[src/rtl/cpu_pkg.sv]
// Shared definitions for the instruction fetch stage: word/field geometry,
// the default boot address and the fetch sequencer state encoding.
package cpu_pkg;

    localparam int INSTR_W    = 32;
    localparam int OPCODE_MSB = 31;
    localparam int OPCODE_LSB = 26;
    localparam int OPCODE_W   = OPCODE_MSB - OPCODE_LSB + 1;

    localparam logic [31:0] RESET_PC_DEFAULT = 32'h0000_0000;

    typedef enum logic [1:0] {
        IDLE  = 2'd0,
        RUN   = 2'd1,
        DRAIN = 2'd2
    } fetch_state_t;

    function automatic logic [OPCODE_W-1:0] opcode_of(input logic [INSTR_W-1:0] word);
        return word[OPCODE_MSB:OPCODE_LSB];
    endfunction

endpackage

[src/rtl/fetch_unit_if.sv]
// Fetch-stage bus: instruction-memory request/response, decode handoff
// and the branch redirect from execute.
interface fetch_unit_if
    import cpu_pkg::*;
#(
    parameter int ADDR_W = 32
);
    logic                imemReq;
    logic [ADDR_W-1:0]   imemAddr;
    logic                imemReady;
    logic                imemValid;
    logic [INSTR_W-1:0]  imemData;
    logic                instrValid;
    logic                instrReady;
    logic [INSTR_W-1:0]  instruction;
    logic [ADDR_W-1:0]   pcOut;
    logic [OPCODE_W-1:0] opcode;
    logic                branchTaken;
    logic [ADDR_W-1:0]   branchTarget;

    modport master (
        output imemReq, imemAddr, instrValid, instruction, pcOut, opcode,
        input  imemReady, imemValid, imemData, instrReady, branchTaken, branchTarget
    );

    modport slave (
        input  imemReq, imemAddr, instrValid, instruction, pcOut, opcode,
        output imemReady, imemValid, imemData, instrReady, branchTaken, branchTarget
    );
endinterface

[src/rtl/fetch_fifo.sv]
// Small synchronous FIFO of {pc, instruction} pairs with a combinational head;
// flush has priority over a same-cycle push or pop.
module fetch_fifo
    import cpu_pkg::*;
#(
    parameter int DEPTH  = 2,
    parameter int ADDR_W = 32,
    localparam int CNT_W = $clog2(DEPTH + 1),
    localparam int PTR_W = (DEPTH > 1) ? $clog2(DEPTH) : 1
) (
    input  logic               clk,
    input  logic               reset,
    input  logic               push,
    input  logic               pop,
    input  logic               flush,
    input  logic [ADDR_W-1:0]  push_pc,
    input  logic [INSTR_W-1:0] push_instr,
    output logic [ADDR_W-1:0]  head_pc,
    output logic [INSTR_W-1:0] head_instr,
    output logic [CNT_W-1:0]   count
);
    logic [ADDR_W-1:0]  pc_mem    [DEPTH];
    logic [INSTR_W-1:0] instr_mem [DEPTH];
    logic [PTR_W-1:0]   wr_ptr_reg, rd_ptr_reg;
    logic [CNT_W-1:0]   count_reg;
    logic [DEPTH-1:0]   write_en;
    logic               do_push, do_pop;

    function automatic logic [PTR_W-1:0] ptr_inc(input logic [PTR_W-1:0] ptr);
        return (ptr == PTR_W'(DEPTH - 1)) ? '0 : ptr + PTR_W'(1);
    endfunction

    assign do_push = push && !flush && (count_reg != CNT_W'(DEPTH));
    assign do_pop  = pop && !flush && (count_reg != '0);

    genvar gi;
    generate
        for (gi = 0; gi < DEPTH; gi++) begin : g_we
            assign write_en[gi] = do_push && (wr_ptr_reg == PTR_W'(gi));
        end
    endgenerate

    always_ff @(posedge clk) begin
        for (int i = 0; i < DEPTH; i++) begin
            if (write_en[i]) begin
                pc_mem[i]    <= push_pc;
                instr_mem[i] <= push_instr;
            end
        end
    end

    always_ff @(posedge clk) begin
        if (reset || flush) begin
            wr_ptr_reg <= '0;
            rd_ptr_reg <= '0;
            count_reg  <= '0;
        end else begin
            if (do_push) wr_ptr_reg <= ptr_inc(wr_ptr_reg);
            if (do_pop)  rd_ptr_reg <= ptr_inc(rd_ptr_reg);
            case ({do_push, do_pop})
                2'b10:   count_reg <= count_reg + CNT_W'(1);
                2'b01:   count_reg <= count_reg - CNT_W'(1);
                default: count_reg <= count_reg;
            endcase
        end
    end

    assign head_pc    = pc_mem[rd_ptr_reg];
    assign head_instr = instr_mem[rd_ptr_reg];
    assign count      = count_reg;

endmodule

[src/rtl/fetch_unit.sv]
// Instruction fetch stage: credit-limited request issue, in-order response
// buffering, and redirect handling that drops stale in-flight words.
module fetch_unit
    import cpu_pkg::*;
#(
    parameter int               ADDR_W   = 32,
    parameter logic [ADDR_W-1:0] RESET_PC = ADDR_W'(RESET_PC_DEFAULT),
    parameter int               DEPTH    = 2
) (
    input logic          clk,
    input logic          reset,
    fetch_unit_if.master bus
);
    localparam int CNT_W = $clog2(DEPTH + 1);

    fetch_state_t       state_reg, state_next;
    logic [ADDR_W-1:0]  fetch_pc_reg, resp_pc_reg;
    logic [CNT_W-1:0]   outstanding_reg, outstanding_next;
    logic [CNT_W-1:0]   discard_reg, discard_next;
    logic [CNT_W-1:0]   fifo_count;
    logic [ADDR_W-1:0]  head_pc;
    logic [INSTR_W-1:0] head_instr;
    logic               credit_ok, accept, resp, push, pop, redirect;

    // Buffered plus in-flight words may never exceed the buffer size.
    assign credit_ok = ({1'b0, outstanding_reg} + {1'b0, fifo_count}) < (CNT_W + 1)'(DEPTH);
    assign accept    = bus.imemReq && bus.imemReady;
    assign resp      = bus.imemValid;
    assign redirect  = bus.branchTaken;
    assign push      = resp && (discard_reg == '0);
    assign pop       = bus.instrValid && bus.instrReady;

    always_comb begin
        state_next  = state_reg;
        bus.imemReq = 1'b0;
        case (state_reg)
            IDLE:  state_next = RUN;
            RUN: begin
                bus.imemReq = credit_ok;
                if (redirect && discard_next != '0) state_next = DRAIN;
            end
            DRAIN: begin
                bus.imemReq = credit_ok;
                if (discard_next == '0) state_next = RUN;
            end
            default: state_next = IDLE;
        endcase
    end

    // A redirect marks everything still in flight after this cycle as stale,
    // including a same-cycle accept but not a same-cycle response.
    always_comb begin
        outstanding_next = outstanding_reg;
        if (accept && !resp)      outstanding_next = outstanding_reg + CNT_W'(1);
        else if (!accept && resp) outstanding_next = outstanding_reg - CNT_W'(1);

        discard_next = discard_reg;
        if (redirect)                         discard_next = outstanding_next;
        else if (resp && discard_reg != '0)   discard_next = discard_reg - CNT_W'(1);
    end

    always_ff @(posedge clk) begin
        if (reset) begin
            state_reg       <= IDLE;
            fetch_pc_reg    <= RESET_PC;
            resp_pc_reg     <= RESET_PC;
            outstanding_reg <= '0;
            discard_reg     <= '0;
        end else begin
            state_reg       <= state_next;
            outstanding_reg <= outstanding_next;
            discard_reg     <= discard_next;
            if (redirect)    fetch_pc_reg <= bus.branchTarget;
            else if (accept) fetch_pc_reg <= fetch_pc_reg + ADDR_W'(4);
            if (redirect)    resp_pc_reg  <= bus.branchTarget;
            else if (push)   resp_pc_reg  <= resp_pc_reg + ADDR_W'(4);
        end
    end

    fetch_fifo #(
        .DEPTH  (DEPTH),
        .ADDR_W (ADDR_W)
    ) u_fifo (
        .clk        (clk),
        .reset      (reset),
        .push       (push),
        .pop        (pop),
        .flush      (redirect),
        .push_pc    (resp_pc_reg),
        .push_instr (bus.imemData),
        .head_pc    (head_pc),
        .head_instr (head_instr),
        .count      (fifo_count)
    );

    assign bus.imemAddr    = fetch_pc_reg;
    assign bus.instrValid  = (fifo_count != '0);
    assign bus.instruction = bus.instrValid ? head_instr : '0;
    assign bus.pcOut       = bus.instrValid ? head_pc : resp_pc_reg;
    assign bus.opcode      = opcode_of(bus.instruction);

endmodule

[src/flat_wrapper.sv]
// flat-port wrapper written by rule: the top's interface ports become plain ports
module fetch_unit_flat import cpu_pkg::*;
#(
    parameter int               ADDR_W   = 32,
    parameter logic [ADDR_W-1:0] RESET_PC = ADDR_W'(RESET_PC_DEFAULT),
    parameter int               DEPTH    = 2
)
  (clk, reset, bus_imemReq, bus_imemAddr, bus_instrValid, bus_instruction, bus_pcOut, bus_opcode, bus_imemReady, bus_imemValid, bus_imemData, bus_instrReady, bus_branchTaken, bus_branchTarget);
  fetch_unit_if #(.ADDR_W(ADDR_W)) bus_i ();
  input logic clk;
  input logic reset;
  output wire logic [$bits(bus_i.imemReq)-1:0] bus_imemReq;
  output wire logic [$bits(bus_i.imemAddr)-1:0] bus_imemAddr;
  output wire logic [$bits(bus_i.instrValid)-1:0] bus_instrValid;
  output wire logic [$bits(bus_i.instruction)-1:0] bus_instruction;
  output wire logic [$bits(bus_i.pcOut)-1:0] bus_pcOut;
  output wire logic [$bits(bus_i.opcode)-1:0] bus_opcode;
  input wire logic [$bits(bus_i.imemReady)-1:0] bus_imemReady;
  input wire logic [$bits(bus_i.imemValid)-1:0] bus_imemValid;
  input wire logic [$bits(bus_i.imemData)-1:0] bus_imemData;
  input wire logic [$bits(bus_i.instrReady)-1:0] bus_instrReady;
  input wire logic [$bits(bus_i.branchTaken)-1:0] bus_branchTaken;
  input wire logic [$bits(bus_i.branchTarget)-1:0] bus_branchTarget;
  assign bus_imemReq = bus_i.imemReq;
  assign bus_imemAddr = bus_i.imemAddr;
  assign bus_instrValid = bus_i.instrValid;
  assign bus_instruction = bus_i.instruction;
  assign bus_pcOut = bus_i.pcOut;
  assign bus_opcode = bus_i.opcode;
  assign bus_i.imemReady = bus_imemReady;
  assign bus_i.imemValid = bus_imemValid;
  assign bus_i.imemData = bus_imemData;
  assign bus_i.instrReady = bus_instrReady;
  assign bus_i.branchTaken = bus_branchTaken;
  assign bus_i.branchTarget = bus_branchTarget;
  fetch_unit #(.ADDR_W(ADDR_W), .RESET_PC(RESET_PC), .DEPTH(DEPTH)) u_core (.clk(clk), .reset(reset), .bus(bus_i));
endmodule
[config.mk]
export PLATFORM = sky130hd
export DESIGN_NAME = fetch_unit_flat
export DESIGN_NICKNAME = d
export VERILOG_FILES = /design/src/rtl/cpu_pkg.sv /design/src/rtl/fetch_unit_if.sv /design/src/rtl/fetch_fifo.sv /design/src/rtl/fetch_unit.sv /design/src/flat_wrapper.sv
export SDC_FILE = /design/constraint.sdc
export NUM_CORES = 1
export LEC_CHECK = 0
export ABC_AREA = 1
export BUFFER_PORTS_ARGS = -buffer_cell sky130_fd_sc_hd__buf_2
export CAP_MARGIN = 10
export CORE_ASPECT_RATIO = 0.5
export CORE_UTILIZATION = 60
export CTS_CLUSTER_SIZE = 16
export DETAILED_ROUTE_END_ITERATION = 12
export PLACE_DENSITY = 0.85
export SKIP_CTS_REPAIR_TIMING = 1
export SLEW_MARGIN = 40
export SYNTH_ARGS = -nofsm -noshare
export SYNTH_HDL_FRONTEND = slang
export SYNTH_SLANG_ARGS = --single-unit
[constraint.sdc]
create_clock -name clk -period 14.4 [get_ports clk]
set_input_delay 2.88 -clock clk [delete_from_list [all_inputs] [get_ports clk]]
set_output_delay 2.88 -clock clk [all_outputs]
set_load 0.05 [all_outputs]
Word level (Yosys, flattened, before mapping):

Memories as Yosys holds them, arrays and structs flattened. A register that Yosys moved wholly into a read port is not among the register bits.
Index checks and enable logic that the tools add are counted.

* register bits: 74
* bits of input ports: 70
* memory bits (writable): 128
* output and inout port bits: 104
* memories kept: 2
* word-level logic and storage cells: 90

Memories
* u_core.u_fifo.instr_mem: words 2, bits a word 32, read ports 1, clocked after memory_dff 1, wr ports 1, line fetch_fifo.sv:23 `logic [INSTR_W-1:0] instr_mem [DEPTH];`
* u_core.u_fifo.pc_mem: words 2, bits a word 32, read ports 1, clocked after memory_dff 1, wr ports 1, line fetch_fifo.sv:22 `logic [ADDR_W-1:0] pc_mem [DEPTH];`

* $add $sub $neg: 10
* equal/unequal tests: 7
* mux-type cells: 31
* magnitude comparators: 1
* reductions and logical operators: 30
* bitwise operators: 1

Operator list (count)
* 32-bit 2-to-1 mux: 8
* 32-bit by 3-bit adder with 32-bit output, second input constant: 2
* 32-bit OR reduction: 2
* 1-bit 2-to-1 mux: 15
* 1-bit logical AND: 13
* 2-bit 2-to-1 mux: 6
* 2-bit nonzero test: 6
* 2-bit zero test: 3
* 2-bit case mux with 3 select lines: 1
* 2-bit by 1-bit subtractor with 2-bit output, second input constant: 3
* 2-bit by 1-bit adder with 2-bit output, second input constant: 2
* 2-bit by 1-bit equality test with 1-bit output, second input constant: 2
* 2-bit equality test, second input constant: 2
* 2-bit by 1-bit != test with 1-bit output, second input constant: 2
* 2-bit case mux with 2 select lines: 1
* 2-bit by 2-bit adder with 3-bit output: 1
* 1-bit zero test: 3
* 3-bit by 2-bit less-than comparator with 1-bit output, second input constant: 1
* 1-bit adder, second input constant: 2
* 2-bit != test, second input constant: 1
* 2-bit AND reduction: 1
* 2-bit OR reduction: 1
* 1-bit logical OR: 1
* 1-bit inverter: 1

Longest topological paths before layout:

Gate-level depths: netlist of the first run.

* depth in word-level cells: 13
* gate-level depth with buffers: 16

Cells and area by module:

A second synthesis of the first run with hierarchy kept.

* cell total of the unflattened synthesis: 1065
* area total of the unflattened synthesis: 10189.8 um^2

By module, submodules not included
* fetch_fifo: instances 1, area each 5170.0 um^2, cells each 237
* fetch_unit: instances 1, area each 5019.8 um^2, cells each 828

Worst setup path after synthesis of the first run:

OpenSTA, ideal clock, no wires.

* path type: input-to-reg
* start: in bus_branchTaken
* end: mem u_core.u_fifo.instr_mem[1][0] (enable)
* stages on the path: 4
* arrival: 6.082 ns
* buffers on the path: 1
* data required time: 13.912 ns
* slack: 7.831 ns
* cell sequence: clkbuf_1 -> nor2_1 -> nand2_1 -> nor2_1

* word-level cells in the longest chain between the ends: 8
* elaborated cells on any way between the ends: 12
* those cells by class: mux (6); reduce/logical (6)

RTL lines
* from (decl): line flat_wrapper.sv:22 `input wire logic [$bits(bus_i.branchTaken)-1:0] bus_branchTaken;`
* 1-bit zero test *: line fetch_fifo.sv:33 `assign do_push = push && !flush && (count_reg != CNT_W'(DEPTH));`
* 1-bit logical AND * (2 in series): line fetch_fifo.sv:33
* 1-bit logical AND *: line fetch_fifo.sv:39 `assign write_en[gi] = do_push && (wr_ptr_reg == PTR_W'(gi));`
* named net u_core.u_fifo.write_en[1]: line fetch_fifo.sv:26 `logic [DEPTH-1:0] write_en;`
* 1-bit 2-to-1 mux *: line fetch_fifo.sv:45 `if (write_en[i]) begin`
* 1-bit 2-to-1 mux (implied by the code) *: line fetch_fifo.sv:47 `instr_mem[i] <= push_instr;`
* 32-bit OR reduction (no source line)
* 1-bit 2-to-1 mux (no source line)
* to (decl): line fetch_fifo.sv:23

Mark *: on every way through the listed nets, which the timed path passes. The rest lies on a longest branch.

Worst setup path after layout of the first run:

* start: reg u_core.u_fifo.count_reg[1] (netlist: u_core.u_fifo.count[1])
* end: out bus_pcOut[2]

* word-level cells in the longest chain between the ends: 2

RTL lines
* from (decl): line fetch_fifo.sv:25 `logic [CNT_W-1:0] count_reg;`
* from (signal assigned): line fetch_fifo.sv:61 `2'b10: count_reg <= count_reg + CNT_W'(1);`
* from (signal assigned): line fetch_fifo.sv:62 `2'b01: count_reg <= count_reg - CNT_W'(1);`
* from (signal assigned): line fetch_fifo.sv:63 `default: count_reg <= count_reg;`
* 2-bit nonzero test: line fetch_unit.sv:97 `assign bus.instrValid = (fifo_count != '0);`
* 32-bit 2-to-1 mux: line fetch_unit.sv:99 `assign bus.pcOut = bus.instrValid ? head_pc : resp_pc_reg;`
* to (decl): line flat_wrapper.sv:16 `output wire logic [$bits(bus_i.pcOut)-1:0] bus_pcOut;`

Every way passes these cells.

==> results_dict.tcl, run 1 <==
set metrics [dict create \
    result_of_the_run "finished with violations" \
    failed_checks "design-rule violations" \
    drt_first_pass_iters 10 \
    global_route.usage.met3 0.0582 \
    top_usage_layer "met2" \
    layout-drive-gt1-share 0.195 \
    final.setup_skew_ns 0.00944 \
    clk_pin_slew_worst_paths_ns 0.06 \
    die_width_um 180 \
    timing_worst_slew_pin_value_ns 0.697 \
    unrepaired_setup_endpoints_after_global_routing "false" \
    ys.flop_type "sky130_fd_sc_hd__edfxtp_1" \
    layout_top_registers "u_core.u_fifo.instr_mem: 64 flops, u_core.u_fifo.pc_mem: 64 flops" \
    timing.hold.worst.class "reg2reg" \
    post-synth-top-count-cell "sky130_fd_sc_hd__nand2_1" \
    cellLeakagePower_nw 4.54 \
    max_freq_mhz 177 \
    final_design_area_no_fill_mm2 0.0111 \
    detailed_place_hpwl_um 16500 \
    worst_setup_path_start_kind "flop" \
    p_per_area_mw_per_mm2 132 \
    synthesis.nets 1141 \
    report.final.slew_viol_count 0 \
    global_route.usage.met1 0.438 \
    num_antenna_cells 0 \
    io_buffers 173 \
    ir_drop_uv 67.1 \
    synth.lib_cells_used.distinct 40 \
    yosysWarnings 0 \
    grt_overflow 0 \
    synth-async-reset-ratio 0 \
    synth_edf_count 128 \
    syn-cell-area_mm2 0.00950 \
    num-fill-cells 1144 \
    minimum_clock_period_after_layout_ns 5.66 \
    gr-usage-met2 0.479 \
    netlist.area_leader.share 0.405 \
    synth-seq-area-share 0.563 \
    routed_wl_um 24900 \
    synthesis.instances 1061 \
    cts_made_buffers 19 \
    hold_slack_ns 0.443 \
    vias_per_cell 5.79 \
    h-tree-depth 1 \
    setup_viol_count_final 0 \
    syn_area_per_cell_um2 8.95 \
    floorplan.rows 32 \
    final_min_period_over_clock_period 0.393 \
    worst_setup_path_startpoint "u_core.u_fifo.count[1]" \
    clkLatencyLatePin_ns 0.49 \
    crit_path_end_kind "output port" \
    placement.cell_area_mm2 0.0105 \
    cts.sink_count 203 \
    cts_tree "yes" \
    initial_core_util 0.616 \
    r2r_start "u_core.u_fifo.count[1]" \
    flow.area_growth_from_synthesis_pct 16.6 \
    finish.net_count 1291 \
    grt_use_total 0.304 \
    clk_path_buf_depth 3 \
    die_height_um 91.0 \
    netlist_top_cells_area "sky130_fd_sc_hd__edfxtp_1 (40%), sky130_fd_sc_hd__dfxtp_1 (16%), sky130_fd_sc_hd__nand2_1 (12%)" \
    cp_data_required_time_ns 11.52 \
    first_iter_violations 900 \
    synth_seq_cells 203 \
    cts-root-buf "sky130_fd_sc_hd__clkbuf_16" \
    grt_antenna_before_repair 0 \
    antenna_left 0 \
    first_pass_grt_wire_length_um 39400 \
    synth.top_cells.by_count "sky130_fd_sc_hd__nand2_1 (301), sky130_fd_sc_hd__edfxtp_1 (128), sky130_fd_sc_hd__a21oi_1 (119)" \
    timing.hold.worst.start "u_core.bus.imemAddr[1]" \
    detail_route.wl_per_cell_um 17.4 \
    setup.worst_path.class "reg2out" \
    total_negative_slack_ns 0 \
    design.portCount 174 \
    dr_total_vias 8267 \
    path_max_fanout 82 \
    worst-endpoint-arrival_ns 2.78 \
    coreArea_mm2 0.0154 \
    finalWeightedCongestion 0.903 \
    worst_rel_slew_slack 0.535 \
    maxCapViolations 0 \
    pin_count_of_the_biggest_net_entering_global_routing 83 \
    first_global_vias 7765 \
    post-synth-top-area-cell "sky130_fd_sc_hd__edfxtp_1" \
    timing_hold_violations_final 0 \
    die_area_mm2 0.0164 \
    r2r_slack_ns 11.47 \
    route.detailed.drc 15 \
]
[report_power, final]
group	internal (mW)	leakage, nW	switching, mW	total (mW)
clock network	0.272	0.286	0.209	0.481
registers	0.659	1.80	0.0353	0.695
logic	0.0739	2.45	0.215	0.289
total	1.00	4.54	0.459	1.46
[placed cells by master (no fill, tap or decap), types with 3 or more instances in the layout]
cell	instances
sky130_fd_sc_hd__a21oi_1	119
sky130_fd_sc_hd__nor2_4	7
sky130_fd_sc_hd__nand2_1	301
sky130_fd_sc_hd__clkbuf_16	19
sky130_fd_sc_hd__buf_4	5
sky130_fd_sc_hd__o21ai_0	30
sky130_fd_sc_hd__nand4_1	20
sky130_fd_sc_hd__xor2_1	29
sky130_fd_sc_hd__edfxtp_1	128
sky130_fd_sc_hd__clkinv_1	5
sky130_fd_sc_hd__buf_6	3
sky130_fd_sc_hd__clkbuf_1	5
sky130_fd_sc_hd__ha_1	9
sky130_fd_sc_hd__nor2_2	6
sky130_fd_sc_hd__nand3_2	3
sky130_fd_sc_hd__nand2_2	3
sky130_fd_sc_hd__a31oi_1	34
sky130_fd_sc_hd__nor3_1	17
sky130_fd_sc_hd__inv_1	68
sky130_fd_sc_hd__inv_2	3
sky130_fd_sc_hd__dfxtp_1	74
sky130_fd_sc_hd__buf_2	172
sky130_fd_sc_hd__o211ai_1	3
sky130_fd_sc_hd__nand3_1	28
sky130_fd_sc_hd__nor4_1	4
sky130_fd_sc_hd__a22oi_1	17
sky130_fd_sc_hd__o31ai_1	3
sky130_fd_sc_hd__or2_2	3
sky130_fd_sc_hd__xnor2_1	7
sky130_fd_sc_hd__nor2_1	75
[worst paths after layout]
check | end | cells past startpoint
worst max-delay path | bus_pcOut[2] | 6
worst min-delay path | u_core.bus.imemAddr[1] | 2
worst max register to register | u_core.u_fifo.count[1] | 11
worst min register to register | u_core.bus.imemAddr[1] | 2
[worst max-delay path, cell delays in order (launching register included)]
cell	delay [ns]
sky130_fd_sc_hd__dfxtp_1	0.38
sky130_fd_sc_hd__nor2_4	0.14
sky130_fd_sc_hd__buf_6	0.49
sky130_fd_sc_hd__clkinv_1	0.64
sky130_fd_sc_hd__nor2_1	0.30
sky130_fd_sc_hd__a21oi_1	0.09
sky130_fd_sc_hd__buf_2	0.22
[stage by stage]
| step | instances | worst slack (ns) | total power, mW | utilization |
|---|---|---|---|---|
| after floorplan | 1061 | 7.83 | 0.909 | - |
| after global placement | 1394 | 9.11 | 0.979 | 0.679 |
| after detailed placement | 1394 | 9.00 | 0.990 | 0.679 |
| after CTS | 1427 | 8.45 | 1.47 | 0.717 |
| after global routing | 1427 | 8.51 | 1.52 | 0.718 |
| final | 1427 | 8.74 | 1.46 | 0.718 |
[routing by layer]
metal,share of wire,up-vias
met4,0.013,0
met1,0.44,3869
met3,0.10,36
met5,0,-
met2,0.45,426
li1,-,3936
[final cells by class]
class / instances / area [um^2] / area share
clock inverters: 7 / 60.1 / 0.00543
inverters: 74 / 280 / 0.0253
multi-input cells: 733 / 3670 / 0.332
clock buffers: 26 / 522 / 0.0471
repair buffers: 180 / 932 / 0.0842
well taps: 204 / 255 / 0.0231
flip-flops and latches: 203 / 5350 / 0.483
[logic make-up after synthesis]
| family | after synthesis | share of synthesized area |
|---|---|---|
| xor+xnor | 36 | 0.0332 |
| buf+inv | 125 | 0.0523 |
| simple gates | 472 | 0.211 |
| compound gates | 215 | 0.126 |
| flops | 203 | 0.563 |
| fa+ha+maj | 10 | 0.0140 |
(Power assumes the default switching activity.)
==> run 2: changes to the inputs <==
--- a/config.mk
+++ b/config.mk
@@ -9,10 +9,10 @@
 export BUFFER_PORTS_ARGS = -buffer_cell sky130_fd_sc_hd__buf_2
 export CAP_MARGIN = 10
 export CORE_ASPECT_RATIO = 0.5
-export CORE_UTILIZATION = 60
+export CORE_UTILIZATION = 56
 export CTS_CLUSTER_SIZE = 16
 export DETAILED_ROUTE_END_ITERATION = 12
-export PLACE_DENSITY = 0.85
+export PLACE_DENSITY = 0.8
 export SKIP_CTS_REPAIR_TIMING = 1
 export SLEW_MARGIN = 40
 export SYNTH_ARGS = -nofsm -noshare
==> constraint.sdc (replaced) <==
create_clock -name clk -period 5.6 [get_ports clk]
set_input_delay 1.12 -clock clk [delete_from_list [all_inputs] [get_ports clk]]
set_output_delay 1.12 -clock clk [all_outputs]
set_load 0.05 [all_outputs]
==> results_dict.tcl, run 2 (synthesis results as in run 1) <==
set metrics [dict create \
    result_of_the_run "complete, no violations" \
    io_buffers 173 \
    design.portCount 174 \
    timing.hold.worst.class "reg2reg" \
    grt_overflow 0 \
    layout.cells.most_common "sky130_fd_sc_hd__nand2_1" \
    antenna_left 0 \
    clockPowerShare 0.339 \
    worst_path_max_delay_cell "sky130_fd_sc_hd__inv_4" \
    clk_path_buf_depth 3 \
    cp_data_required_time_ns 4.48 \
    p_per_area_mw_per_mm2 343 \
    num_antenna_cells 0 \
    grt_antenna_before_repair 0 \
    report.final.slew_viol_count 0 \
    path_cells "buf_4 > inv_4 > nand2_1 > a22oi_1 > buf_2" \
    setup_viol_count_final 0 \
    cp_slowest_stage_delay_ns 0.58 \
    dr_total_vias 8156 \
    pin_count_of_the_biggest_net_entering_global_routing 82 \
    detail_route.wl_per_cell_um 16.9 \
    clk_pin_slew_worst_paths_ns 0.06 \
    coreArea_mm2 0.0165 \
    die_area_mm2 0.0175 \
    finish.net_count 1290 \
    grt_use_total 0.279 \
    maxCapViolations 0 \
    layout_top_registers "u_core.u_fifo.instr_mem: 64 flops, u_core.u_fifo.pc_mem: 64 flops" \
    power_frac_comb 0.194 \
    cts_tree "yes" \
    timing_hold_violations_final 0 \
    net-switching-power_mw 1.19 \
    timing.critical_path.buf_inv 3 \
    cellLeakagePower_nw 4.56 \
    routed_wl_um 24500 \
    total_negative_slack_ns 0 \
    place_ws_ns 2.01 \
    h-tree-depth 1 \
    path_max_fanout 65 \
    floorplan.rows 33 \
    cts_made_buffers 19 \
    layout-drive-gt1-share 0.198 \
    first_iter_violations 648 \
    ir_drop_uv 202 \
    first_global_vias 7446 \
    drt_first_pass_iters 6 \
    worst_setup_path_start_kind "flop" \
    layout_common_cells "sky130_fd_sc_hd__nand2_1 (301), sky130_fd_sc_hd__buf_2 (171), sky130_fd_sc_hd__edfxtp_1 (128)" \
    clkLatencyLatePin_ns 0.50 \
    timing_worst_slew_pin_value_ns 0.839 \
    finalWorstSetupSlack_ns 2.05 \
    worst-endpoint-arrival_ns 2.43 \
    sw_frac_of_total 0.311 \
    setup.worst_path.class "reg2out" \
    die_height_um 94.1 \
    flow.area_growth_from_synthesis_pct 17.4 \
    finalWeightedCongestion 0.933 \
    detailed_place_hpwl_um 16700 \
    cp_top_family "buffers and inverters" \
    first_pass_grt_wire_length_um 37700 \
    route.detailed.drc 0 \
    final.setup_skew_ns 0.0166 \
    cts-root-buf "sky130_fd_sc_hd__clkbuf_16" \
    final_min_period_over_clock_period 0.633 \
    cell_internal_pwr_mw 2.63 \
    minimum_clock_period_after_layout_ns 3.55 \
    die_width_um 186 \
    max_freq_mhz 282 \
    vias_per_cell 5.62 \
    cts.sink_count 203 \
    crit_path_end_kind "output port" \
    power.sequential.fraction 0.467 \
    unrepaired_setup_endpoints_after_global_routing "false" \
    hold_slack_ns 0.444 \
    initial_core_util 0.576 \
    worst_rel_slew_slack 0.440 \
]
run 2: changes by cell type in the layout (fill, tap and decap cells not counted):
| cell | previous run | this run |
|---|---|---|
| sky130_fd_sc_hd__buf_12 | 0 | 1 |
| sky130_fd_sc_hd__buf_2 | 172 | 171 |
| sky130_fd_sc_hd__buf_4 | 5 | 6 |
| sky130_fd_sc_hd__buf_6 | 3 | 1 |
| sky130_fd_sc_hd__clkbuf_16 | 19 | 20 |
| sky130_fd_sc_hd__clkbuf_8 | 2 | 3 |
| sky130_fd_sc_hd__clkinv_1 | 5 | 2 |
| sky130_fd_sc_hd__clkinv_4 | 0 | 1 |
| sky130_fd_sc_hd__inv_6 | 1 | 2 |
| sky130_fd_sc_hd__nor2_1 | 75 | 74 |
| sky130_fd_sc_hd__nor2_4 | 7 | 8 |
run 2: routing by layer:
| layer | wire (um) | global-route usage | vias up |
|---|---|---|---|
| met4 | 320 | 0.0505 | 0 |
| met1 | 11200 | 0.403 | 3842 |
| met2 | 10700 | 0.437 | 373 |
| li1 | - | - | 3913 |
| met5 | 0 | 0 | - |
| met3 | 2280 | 0.0566 | 28 |
run 2: layout make-up:
class / count / area (um^2)
Tap cell: 227 / 284
Timing Repair Buffer: 179 / 932
Multi-Input combinational cell: 733 / 3680
Inverter: 74 / 280
Clock buffer: 28 / 561
Fill cell: 1325 / 5320
Clock inverter: 6 / 66.3
Sequential cell: 203 / 5350
run 2: worst paths after layout:
check	start	to	slack, ns	cells after the start
setup / recovery	flop	bus_pcOut[11]	2.05	5
hold / removal	u_core.bus.imemAddr[1]	u_core.bus.imemAddr[1]	0.44	2
hold reg to reg	u_core.bus.imemAddr[1]	u_core.bus.imemAddr[1]	0.44	2
setup reg to reg	u_core.u_fifo.count[0]	u_core.state_reg[1]	2.92	15
run 2: power by group through the flow:
stage | clock (mW) | sequential (mW) | combinational, mW
floorplan | 0 | 1.86 | 0.480
global route | 1.38 | 1.80 | 0.805
CTS | 1.32 | 1.78 | 0.734
detailed placement | 0 | 1.82 | 0.729
global placement | 0 | 1.81 | 0.712
finish | 1.30 | 1.79 | 0.740
run 2: per-stage QoR:
step | instance area (um^2) | utilization | cells | total power, mW
final | 11200 | 0.677 | 1450 | 3.82
after detailed placement | 10500 | 0.637 | 1415 | 2.54
after CTS | 11100 | 0.675 | 1449 | 3.84
after floorplan | 9500 | - | 1061 | 2.34
after global routing | 11200 | 0.677 | 1450 | 3.98
after global placement | 10500 | 0.637 | 1415 | 2.52
run 2: worst reg2reg max path: cells and delay by family, from the launching register on:
kind / cells / cell delay (ns)
AO/OA/AOI/OAI: 2 / 0.27
adder cells (fa/ha/maj): 1 / 0.41
buffers and inverters: 2 / 0.30
flip-flops: 1 / 0.50
AND/OR/NAND/NOR: 10 / 1.09
